### src/rtl/afifo_arb_pkg.sv
// afifo_arb_pkg: shared types and helpers for the async-FIFO read arbiter.
// Holds the FSM state encoding, the burst counter width and the
// modulo channel increment used by both the picker and the FSM.
package afifo_arb_pkg;

  // Wide enough for BURST_MAX up to 15.
  localparam int BURST_CNT_WD = 4;

  typedef enum logic {
    ST_IDLE  = 1'b0,
    ST_BURST = 1'b1
  } state_t;

  // Channel increment with compare-and-wrap, so non-power-of-two NCH works.
  function automatic int next_ch(input int ch, input int nch);
    if (ch >= nch - 1) begin
      return 0;
    end
    return ch + 1;
  endfunction

endpackage

### src/rtl/afifo_rd_arbiter_pick.sv
// afifo_rr_pick: combinational channel picker for the read arbiter.
// Round-robin: first eligible channel at or after i_rr_ptr, modulo NCH.
// With AFIFO_ARB_STRICT_PRIO_EN defined the rotation is ignored and the
// lowest-index eligible channel wins.
module afifo_rr_pick
  import afifo_arb_pkg::*;
#(
  parameter int NCH = 4,
  localparam int CH_WD = $clog2(NCH)
) (
  input  logic [NCH-1:0]   i_elig,
  input  logic [CH_WD-1:0] i_rr_ptr,
  output logic [CH_WD-1:0] o_pick,
  output logic             o_any
);

  logic [CH_WD-1:0] w_pick;
  logic             w_found;

`ifdef AFIFO_ARB_STRICT_PRIO_EN
  // The rotation pointer has no meaning under fixed priority.
  logic w_rr_ptr_unused;
  assign w_rr_ptr_unused = ^i_rr_ptr;

  // Fixed priority: lowest eligible index wins.
  always_comb begin
    w_pick  = '0;
    w_found = 1'b0;
    for (int i = 0; i < NCH; i++) begin
      if (!w_found && i_elig[i]) begin
        w_pick  = CH_WD'(i);
        w_found = 1'b1;
      end
    end
  end
`else
  logic [CH_WD-1:0] w_idx;

  // Rotating scan starting at the round-robin pointer.
  always_comb begin
    w_pick  = '0;
    w_found = 1'b0;
    w_idx   = i_rr_ptr;
    for (int i = 0; i < NCH; i++) begin
      if (!w_found && i_elig[w_idx]) begin
        w_pick  = w_idx;
        w_found = 1'b1;
      end
      w_idx = CH_WD'(next_ch(int'(w_idx), NCH));
    end
  end
`endif

  assign o_pick = w_pick;
  assign o_any  = w_found;

endmodule

### src/rtl/afifo_rd_arbiter.sv
// afifo_rd_arbiter: drains NCH first-word-fall-through async FIFO read
// ports into one valid/ready stream, granting channels round-robin with a
// bounded burst per grant. The popped word and its channel are registered
// onto the output on the same edge as the pop strobe.
// Build option: AFIFO_ARB_STRICT_PRIO_EN selects fixed lowest-index priority
// (rr_ptr held at 0); bursts are still capped so higher priority can preempt.
//
// state    | meaning
// ST_IDLE  | no grant held; pop the picked channel when the output slot is free
// ST_BURST | grant held on r_gnt; pop it until empty, disabled or BURST_MAX
module afifo_rd_arbiter
  import afifo_arb_pkg::*;
#(
  parameter int NCH       = 4,
  parameter int DATA_WD   = 8,
  parameter int BURST_MAX = 4,
  localparam int CH_WD    = $clog2(NCH)
) (
  input  logic                   clk,
  input  logic                   rst_n,
  input  logic [NCH-1:0]         cfg_en,
  input  logic [NCH-1:0]         rempty,
  input  logic [NCH*DATA_WD-1:0] rdata,
  output logic [NCH-1:0]         rinc,
  output logic                   m_valid,
  input  logic                   m_ready,
  output logic [DATA_WD-1:0]     m_data,
  output logic [CH_WD-1:0]       m_chan,
  output logic                   busy
);

  state_t                  r_state;
  logic [CH_WD-1:0]        r_rr_ptr;
  logic [CH_WD-1:0]        r_gnt;
  logic [BURST_CNT_WD-1:0] r_burst_cnt;
  logic                    r_m_valid;
  logic [DATA_WD-1:0]      r_m_data;
  logic [CH_WD-1:0]        r_m_chan;

  logic [NCH-1:0]     w_elig;
  logic [CH_WD-1:0]   w_pick;
  logic               w_any;
  logic               w_slot_free;
  logic               w_stop;
  logic               w_pop;
  logic [CH_WD-1:0]   w_pop_ch;
  logic [DATA_WD-1:0] w_pop_data;
  logic               w_last;
  logic [NCH-1:0]     w_rinc;

  assign w_elig      = cfg_en & ~rempty;
  assign w_slot_free = !r_m_valid || m_ready;
  // This pop is the last one allowed in the current grant.
  assign w_last      = (r_burst_cnt == BURST_CNT_WD'(BURST_MAX - 1));

  afifo_rr_pick #(
    .NCH (NCH)
  ) u_pick (
    .i_elig   (w_elig),
    .i_rr_ptr (r_rr_ptr),
    .o_pick   (w_pick),
    .o_any    (w_any)
  );

  // Pop decision: which channel (if any) is popped this cycle.
  always_comb begin
    w_pop    = 1'b0;
    w_stop   = 1'b0;
    w_pop_ch = r_gnt;
    case (r_state)
      ST_IDLE: begin
        w_pop_ch = w_pick;
        w_pop    = w_any && w_slot_free;
      end
      ST_BURST: begin
        w_stop = !cfg_en[r_gnt] || rempty[r_gnt];
        w_pop  = !w_stop && w_slot_free;
      end
      default: begin
        w_pop = 1'b0;
      end
    endcase
  end

  assign w_pop_data = rdata[int'(w_pop_ch)*DATA_WD +: DATA_WD];

  // One-hot pop strobe; gated by rst_n so no FIFO word is consumed in reset.
  always_comb begin
    w_rinc = '0;
    if (rst_n && w_pop) begin
      w_rinc[w_pop_ch] = 1'b1;
    end
  end

  assign rinc = w_rinc;

  // Grant FSM, burst counter, rr pointer and the registered output slot.
  always_ff @(posedge clk or negedge rst_n) begin
    if (!rst_n) begin
      r_state     <= ST_IDLE;
      r_rr_ptr    <= '0;
      r_gnt       <= '0;
      r_burst_cnt <= '0;
      r_m_valid   <= 1'b0;
      r_m_data    <= '0;
      r_m_chan    <= '0;
    end else begin
      if (w_pop) begin
        r_m_valid <= 1'b1;
        r_m_data  <= w_pop_data;
        r_m_chan  <= w_pop_ch;
      end else if (r_m_valid && m_ready) begin
        r_m_valid <= 1'b0;
      end

      case (r_state)
        ST_IDLE: begin
          if (w_pop) begin
            r_gnt <= w_pick;
            if (BURST_MAX == 1) begin
`ifndef AFIFO_ARB_STRICT_PRIO_EN
              r_rr_ptr <= CH_WD'(next_ch(int'(w_pick), NCH));
`endif
            end else begin
              r_burst_cnt <= BURST_CNT_WD'(1);
              r_state     <= ST_BURST;
            end
          end
        end
        ST_BURST: begin
          if (w_stop) begin
            // Granted FIFO ran dry or was disabled: release, one bubble cycle.
`ifndef AFIFO_ARB_STRICT_PRIO_EN
            r_rr_ptr <= CH_WD'(next_ch(int'(r_gnt), NCH));
`endif
            r_state <= ST_IDLE;
          end else if (w_pop) begin
            r_burst_cnt <= r_burst_cnt + 1'b1;
            if (w_last) begin
`ifndef AFIFO_ARB_STRICT_PRIO_EN
              r_rr_ptr <= CH_WD'(next_ch(int'(r_gnt), NCH));
`endif
              r_state <= ST_IDLE;
            end
          end
        end
        default: begin
          r_state <= ST_IDLE;
        end
      endcase
    end
  end

  assign m_valid = r_m_valid;
  assign m_data  = r_m_data;
  assign m_chan  = r_m_chan;
  assign busy    = (r_state == ST_BURST);

endmodule

### config.mk
export PLATFORM = sky130hd
export DESIGN_NAME = afifo_rd_arbiter
export DESIGN_NICKNAME = d
export VERILOG_FILES = /design/src/rtl/afifo_arb_pkg.sv /design/src/rtl/afifo_rd_arbiter_pick.sv /design/src/rtl/afifo_rd_arbiter.sv
export SDC_FILE = /design/constraint.sdc
export NUM_CORES = 1
export LEC_CHECK = 0
export BUFFER_PORTS_ARGS = -buffer_cell sky130_fd_sc_hd__buf_2
export CAP_MARGIN = 20
export CORE_MARGIN = 2
export CORE_UTILIZATION = 40
export CTS_CLUSTER_SIZE = 20
export DETAILED_ROUTE_END_ITERATION = 10
export GPL_ROUTABILITY_DRIVEN = 0
export GPL_TIMING_DRIVEN = 0
export PLACE_DENSITY = 0.67
export SETUP_SLACK_MARGIN = 0.4
export SKIP_CTS_REPAIR_TIMING = 1
export SYNTH_ARGS = -nofsm -noshare
export SYNTH_HDL_FRONTEND = slang
export SYNTH_SLANG_ARGS = --single-unit
### constraint.sdc
create_clock -name clk -period 3.4 [get_ports clk]
set_clock_uncertainty 0.05 [all_clocks]
set_input_delay 0.34 -clock clk [delete_from_list [all_inputs] [get_ports clk]]
set_output_delay 0.34 -clock clk [all_outputs]
set_load 0.02 [all_outputs]
## Word level (Yosys, flattened, before mapping)

Index checks and enable logic that the tools add are counted.

- Register bits: 20
- Bits in latches: 0
- RAM bits: 0
- Bits in read-only memories: 0
- Output and inout port bits: 16
- Logic and storage cells: 108
- Memories: 0

- Add/subtract/negate cells: 5
- Multiply operators: 0
- Divide/modulo/power cells: 0
- $lt $le $gt $ge: 11
- Eq/ne operators: 4
- Shifts and indexed selects: 1
- Muxes and demuxes: 55
- Bitwise gates (word level): 3
- Reductions and logical operators: 22

Operators by type and width:

| kind | count |
|---|---|
| $shiftx A32 B6 Y8 | 1 |
| $mux W1 | 28 |
| $mux W2 | 13 |
| $lt A2 B3 Y1 const B | 6 |
| $mux W4 | 4 |
| $bmux W1 S2 | 6 |
| $add A2 B1 Y2 const B | 4 |
| $ge A2 B2 Y1 const B | 4 |
| $logic_and A1 B1 Y1 | 8 |
| $pmux W4 S2 | 1 |
| $logic_not A1 Y1 | 6 |
| $reduce_and A3 Y1 | 2 |
| $reduce_bool A2 Y1 | 3 |
| $add A4 B1 Y4 const B | 1 |
| $and A4 B4 Y4 | 1 |
| $eq A4 B2 Y1 const B | 1 |
| $ne A2 B2 Y1 const B | 2 |
| $not A4 Y4 | 1 |
| $pmux W1 S2 | 2 |
| $demux W1 S2 | 1 |
| $ge A2 B1 Y1 const B | 1 |
| $logic_or A1 B1 Y1 | 2 |
| $ne A2 B1 Y1 const B | 1 |
| $reduce_and A2 Y1 | 1 |
| $not A1 Y1 | 1 |

## Logic depth before layout (Yosys ltp)

Gate-level depths: netlist of the first run.

- Depth after elaboration: 23
- Depth in mapped cells: 10

## By module

A second synthesis of the first run with hierarchy kept.

- Cell total of the unflattened synthesis: 148
- Area total of the unflattened synthesis: 1614.0 um2

Modules (own cells, without submodules):

| module | instances | cells each | area an instance (um2) | sequential area each (um2) |
|---|---|---|---|---|
| afifo_rd_arbiter | 1 | 94 | 1239.9 | 500.5 |
| afifo_rr_pick | 1 | 54 | 374.1 | 0.0 |

## Least setup slack after synthesis of the first run

No wires, ideal clock.

- Path kind: flip-flop to output port
- Start: reg r_rr_ptr[0]
- End: out rinc[0]
- Arrival: 2.207 ns
- Data required time: 3.010 ns
- Path slack: 0.803 ns
- Stages on the path, launching flop included: 11
- Path buffers: 2
- Cells stage by stage: dfrtp_1 -> ha_1 -> clkbuf_1 -> inv_1 -> a21oi_1 -> o22ai_1 -> o221a_2 -> mux2i_4 -> buf_6 -> inv_1 -> nor2_1

- Word-level cells in the longest chain between the ends: 19
- Elaborated cells between the ends (all ways): 44

Ends and longest elaborated chain:

| item | RTL line | text |
|---|---|---|
| start, declared | afifo_rd_arbiter.sv:33 | `logic [CH_WD-1:0] r_rr_ptr;` |
| start signal, assigned | afifo_rd_arbiter.sv:122 | `r_rr_ptr <= CH_WD'(next_ch(int'(w_pick), NCH));` |
| start signal, assigned | afifo_rd_arbiter.sv:134 | `r_rr_ptr <= CH_WD'(next_ch(int'(r_gnt), NCH));` |
| start signal, assigned | afifo_rd_arbiter.sv:141 | `r_rr_ptr <= CH_WD'(next_ch(int'(r_gnt), NCH));` |
| $ge A2 B2 Y1 | afifo_arb_pkg.sv:16 | `if (ch >= nch - 1) begin` |
| $mux W1 | afifo_arb_pkg.sv:16 |  |
| $mux W2 | afifo_arb_pkg.sv:19 | `return ch + 1;` |
| $ge A2 B2 Y1 / $bmux W1 S2 (equally long branches) | afifo_arb_pkg.sv:16, afifo_rd_arbiter_pick.sv:45 |  |
| $mux W1 (on tied branches) | afifo_arb_pkg.sv:16, afifo_rd_arbiter_pick.sv:45 |  |
| $mux W2 / $logic_and A1 B1 Y1 (equally long branches) | afifo_arb_pkg.sv:19, afifo_rd_arbiter_pick.sv:45 |  |
| $ge A2 B2 Y1 (tied with other cells) | afifo_arb_pkg.sv:16 |  |
| $mux W1 (tied with other cells) | afifo_arb_pkg.sv:16 |  |
| [... 3 more ...] | n/a |  |
| $logic_and A1 B1 Y1 | afifo_rd_arbiter_pick.sv:45 | `if (!w_found && i_elig[w_idx]) begin` |
| $mux W2 | afifo_rd_arbiter_pick.sv:45 |  |
| $mux W2 | afifo_rd_arbiter.sv:70 | `case (r_state)` |
| $lt A2 B3 Y1 (implied by the code) / $ge A2 B1 Y1 (equally long branches) | afifo_rd_arbiter.sv:91 | `w_rinc[w_pop_ch] = 1'b1;` |
| $logic_and A1 B1 Y1 (implied by the code) | afifo_rd_arbiter.sv:91 |  |
| $mux W1 (implied by the code) | afifo_rd_arbiter.sv:91 |  |
| $demux W1 S2 | afifo_rd_arbiter.sv:91 |  |
| $mux W4 (*) | afifo_rd_arbiter.sv:90 | `if (rst_n && w_pop) begin` |
| end, declared | afifo_rd_arbiter.sv:24 | `output logic [NCH-1:0] rinc,` |

Mark *: on every way between the ends. The rest lies on a longest branch, timed or not. The select of a mux whose other input is x is not followed.

## Final worst setup path of the first run

- Start: reg r_rr_ptr[0]
- End: out rinc[2]

Same word-level chain as after synthesis.

==> flow_metrics.tcl, run 1 <==
set metrics [dict create \
    status "finished with violations" \
    violations "negative hold slack" \
    dpl_cell_area_mm2 0.00184 \
    comb_power_share 0.701 \
    postRouteAntennaNets 0 \
    grt_max_degree 23 \
    htreeDepth 1 \
    final_area_mm2 0.00194 \
    syn_avg_cell_area_um2 10.1 \
    drt-total-wl_um 3220 \
    first_global_vias 1152 \
    dp.cells 253 \
    synth_seq_cells 20 \
    hold_class "input port to asynchronous set/reset pin" \
    worst_setup_path_start_kind "flip-flop" \
    r2r_cells 10 \
    io_pins 59 \
    worstMarginPinSlew_ns 0.479 \
    yosysTopAreaCellShare 0.337 \
    intPower_uw 1130 \
    die_w_um 64.9 \
    slew_headroom 0.681 \
    yosysMostFrequentCell "mux2i_1" \
    p_per_area_mw_per_mm2 1020 \
    grt_pass1_wl_um 5220 \
    clk_pin_slew_ns 0.07 \
    layout-drive-gt1-share 0.435 \
    place.port_buffers 58 \
    cts_sinks 20 \
    grtUsageTotal 0.158 \
    grt_overflow 0 \
    setup_ws_ns 0.596 \
    switching_share 0.428 \
    final-seq-area_um2 502 \
    clockBufferDepth 2 \
    num_rows 22 \
    cp.required_ns 3.01 \
    path_class "flip-flop to primary output" \
    vdd_drop_max_uv 475 \
    nNetsFinal 262 \
    cts_buffers 3 \
    postSynth.asyncResetShare 1.00 \
    drt_iter0_markers 41 \
    dp_slack_ns 0.646 \
    drc 0 \
    synthTopCellsByCount "mux2i_1, dfrtp_1, mux2_2, nor2_1, inv_1" \
    num_antenna_cells 0 \
    ys.flop_type "dfrtp_1" \
    rsz0062_at_grt "false" \
    setup_tns_ns 0 \
    initial_core_util 0.412 \
    die-height_um 64.9 \
    wl_per_cell_um 12.3 \
    max_cap_viol_count 0 \
    cellLeakagePower_uw 0.000957 \
    synth_area_leader_cell "dfrtp_1" \
    syn2layout_area_growth_pct 30.6 \
    antenna_found_initial 0 \
    die-area_mm2 0.00422 \
    syn-num-nets 193 \
    setup_viol 0 \
    post-route-min-period_ns 2.80 \
    cp.arrival_ns 2.41 \
    synthDistinctLibCells 40 \
    synth_area_leaders "dfrtp_1, mux2i_1, mux2_2" \
    num_vias 1315 \
    vias_per_cell 5.02 \
    multi_input_area_um2 901 \
    cts_tree "done" \
    holdWs_ns -0.0166 \
    final_cell_count_no_fill 262 \
    nFillCells 337 \
    power_uw 1980 \
    final_hold_viol_count 20 \
    core_mm2 0.00361 \
    ctsRootBufferMaster "clkbuf_8" \
    synth-edff-count 0 \
    netlist_area_mm2 0.00149 \
    pwr-share-seq 0.223 \
    worstPathMaxFanout 10 \
    layout_worst_path_cycle_share 0.825 \
    p_clk_frac 0.076 \
    yosys_warnings 0 \
    fmax_mhz 357 \
    synth_cells 147 \
    drv_slew 0 \
    p_sw_uw 847 \
    yosysSeqAreaShare 0.337 \
    hpwlAfterDp_um 2560 \
    cp-end-kind "primary output" \
    firstDrtPassIters 4 \
    worstSkewPairLatency_ns 0.25 \
]
cell usage in the layout, fill, tap and decap left out, types with 2 or more instances in the layout:
cell type / instances
buf_2: 59
mux2i_1: 27
dfrtp_1: 19
buf_4: 9
nor2_1: 9
mux2_2: 9
inv_1: 8
a21oi_1: 7
nand2_1: 7
nand3_1: 6
nand2b_1: 5
nor2b_1: 3
o22ai_1: 3
nor3_1: 3
mux2_1: 3
ha_1: 3
clkbuf_8: 3
nand3b_1: 2
o21ai_0: 2
buf_6: 2
and2_1: 2
o21bai_1: 2
final timing paths:
check	startpoint	to	slack, ns
hold reg to reg	m_chan[1]	m_chan[1]	0.44
min in group clk	m_ready	m_valid	0.33
max in group asynchronous	rst_n	r_rr_ptr[0]	2.96
setup / recovery	r_rr_ptr[0]	rinc[2]	0.60
hold / removal	rst_n	r_burst_cnt[2]	-0.02
setup reg to reg	r_rr_ptr[0]	m_data[4]	0.82
layer usage:
metal | up-vias | global-route usage | wire, um
li1 | 667 | - | -
met4 | 0 | 0.0399 | 38
met2 | 17 | 0.249 | 1610
met5 | - | 0 | 0
met3 | 5 | 0.0313 | 92
met1 | 626 | 0.221 | 1480
cells by family after synthesis:
kind of cell    Yosys count  synth area share
flops                    20             0.337
mux                      41             0.303
buf+inv                  15            0.0632
compound gates           26             0.125
simple gates             42             0.147
fa+ha+maj                 3            0.0253
per-stage QoR:
stage	hold slack, ns	util
floorplan	-0.00559	-
global placement	0.273	0.509
detailed placement	0.275	0.509
CTS	-0.00438	0.520
global route	0.0270	0.538
finish	-0.0166	0.538
flip-flops by register name, indices dropped and copies added (netlist names):
signal,count
m_valid,1
m_data,8
r_burst_cnt,4
r_rr_ptr,2
m_chan,2
r_gnt,2
busy,1
power groups by stage:
stage          Combinational (uW)  Clock [uW]  Sequential [uW]
2_1_floorplan                 945           0              526
3_3_place_gp                 1290           0              447
3_5_place_dp                 1300           0              449
4_1_cts                      1300         157              445
5_1_grt                      1520         167              457
6_report                     1390         151              440
layout make-up:
class,count,share of cell area
tap,48,0.0310
timing repair buffer,64,0.174
inverter,8,0.0155
clock buffer,3,0.0213
sequential,20,0.259
multi-input combinational,112,0.465
buffer,7,0.0348
worst max-delay path, stage by stage, from the launching register on:
cell      delay [ns]
dfrtp_2         0.44
ha_1            0.29
buf_4           0.16
a21o_1          0.15
a22o_1          0.21
a221oi_2        0.26
buf_6           0.15
buf_12          0.13
nand3_2         0.08
nor2_1          0.13
buf_4           0.15
Power figures use the tool's default switching activity.
==> inputs of run 2 (changes only) <==
clock period = 2.8 ns   (was 3.4 ns; I/O delays follow)
==> run 2 against run 1 <==
Net effect:
- the run now ends clean
- combinational power is 69% higher
- power is 61% higher
- global-route usage is 0.14 points lower
- die area stayed put
- routed wire length is 15% higher
- utilization is 9.0 points higher
- cell count is 8.0% higher
- hold slack better by 0.29 ns
- design area is 17% higher
- via count is 7.4% higher
- count of clock-buffer cells in the layout stayed put
- clock power is 94% higher
- critical endpoint is now rinc[1]
- highest routed layer unchanged
==> flow_metrics.tcl, run 2 (synthesis gave the netlist of run 1 again) <==
set metrics [dict create \
    num_rows 22 \
    grt_overflow 0 \
    utilization 0.627 \
    clk_pin_slew_ns 0.08 \
    cpLargestDelayFamily "compound AO/OA/AOI/OAI gates" \
    rsz0062_at_grt "true" \
    cts_tree "done" \
    ctsRootBufferMaster "clkbuf_8" \
    worstSkewPairLatency_ns 0.26 \
    die-height_um 64.9 \
    vias_per_cell 4.99 \
    status "finished, final reports clean" \
    nNetsFinal 282 \
    grtUsageTotal 0.156 \
    io_pins 59 \
    post-route-min-period_ns 2.68 \
    slew_headroom 0.398 \
    place.port_buffers 58 \
    hold_depth 3 \
    cellLeakagePower_uw 0.00109 \
    hold-path-endpoint "m_valid" \
    layout_worst_path_cycle_share 0.958 \
    first_global_vias 1121 \
    initial_core_util 0.412 \
    crit_buf_inv 4 \
    cp.required_ns 2.47 \
    p_per_area_mw_per_mm2 1410 \
    crit_chain "ha_4 > buf_8 > a21o_1 > a22o_1 > a221oi_2 > buf_6 > buf_12 > nand3b_1 > nor2_1 > buf_4" \
    worstMarginPinSlew_ns 0.901 \
    cp-end-kind "primary output" \
    worstPathMaxFanout 6 \
    grt_max_degree 23 \
    num_vias 1412 \
    crit_slowest_cell "dfrtp_2" \
    setup_viol 0 \
    die-area_mm2 0.00422 \
    holdWs_ns 0.277 \
    final_hold_viol_count 0 \
    setup_tns_ns 0 \
    clockBufferDepth 2 \
    max_cap_viol_count 0 \
    r2r_end "m_data[2]" \
    layout_common_cells "buf_2, mux2i_1, buf_4, dfrtp_1" \
    drt_iter0_markers 31 \
    syn2layout_area_growth_pct 52.3 \
    cts_sinks 20 \
    drv_slew 0 \
    cts_buffers 3 \
    regToRegStartpoint "r_rr_ptr[1]" \
    r2r_slack_ns 0.20 \
    hold_class "input port to flip-flop" \
    drc 0 \
    cp.arrival_ns 2.35 \
    path_class "flip-flop to primary output" \
    r2r_cells 11 \
    min-delay-start "m_ready" \
    fmax_mhz 373 \
    die_w_um 64.9 \
    htreeDepth 1 \
    layout_commonest_cell "buf_2" \
    wl_per_cell_um 13.1 \
    largest_reg_flops 8 \
    max_stage_delay_ns 0.44 \
    firstDrtPassIters 4 \
    antenna_found_initial 0 \
    vdd_drop_max_uv 708 \
    grt_pass1_wl_um 5210 \
    layout-drive-gt1-share 0.536 \
    drt-total-wl_um 3710 \
    hpwlAfterDp_um 2650 \
    postRouteAntennaNets 0 \
    num_antenna_cells 0 \
    worst_setup_path_start_kind "flip-flop" \
    core_mm2 0.00361 \
]
==> run 2: changes by cell type in the layout (fill, tap and decap cells not counted), sizes merged <==
| cell | change |
|---|---|
| dlygate4sd3 | +1 |
| clkbuf | +2 |
| buf | +17 |
| bufinv | +1 |
==> run 2: worst max path at each step <==
stage | slack, ns | depth (start not counted) | end | start
finish | 0.12 | 10 | rinc[1] | r_rr_ptr[1]
global route | 0.004 | 10 | rinc[1] | r_rr_ptr[0]
CTS | -0.11 | 10 | rinc[2] | r_rr_ptr[0]
detailed placement | 0.19 | 10 | rinc[2] | r_rr_ptr[0]
global placement | 0.19 | 10 | rinc[2] | r_rr_ptr[0]
floorplan | 0.41 | 10 | m_data[4] | r_rr_ptr[0]
==> run 2: per-stage QoR <==
stage,cell area [um2],setup slack [ns],power (uW),instances
after floorplan,1540,0.405,1870,147
after global placement,1890,0.194,2190,253
after detailed placement,1890,0.190,2230,253
after CTS,1960,-0.108,2520,257
after global routing,2260,0.00390,3380,283
final,2260,0.118,3180,283
==> run 2: worst reg2reg max path: cells and delay by family, from the launching register on <==
kind            cells  cell delay, ns
compound gates      3            0.63
mux                 3            0.57
buf+inv             4            0.52
flops               1            0.44
fa+ha+maj           1            0.27
==> run 2: cell type report <==
cell class              count  area, um2
repair buffers             84        534
fillers                   305       1340
multi-input cells         112        971
clock buffers               3       41.3
flip-flops and latches     20        503
clock inverters             1       30.0
plain buffers               7       87.6
inverters                   8       35.0
well taps                  48       60.1
==> run 2: power breakdown <==
part,internal (uW),total [uW],switching [uW]
registers,437,543,106
logic,1300,2350,1050
clock network,191,293,102
==> run 2: routing by layer <==
layer	wire, um	vias up	global-route usage
met1	1690	675	0.212
li1	-	714	-
met4	9	0	0.0399
met3	73	2	0.0260
met5	0	-	0
met2	1940	21	0.259
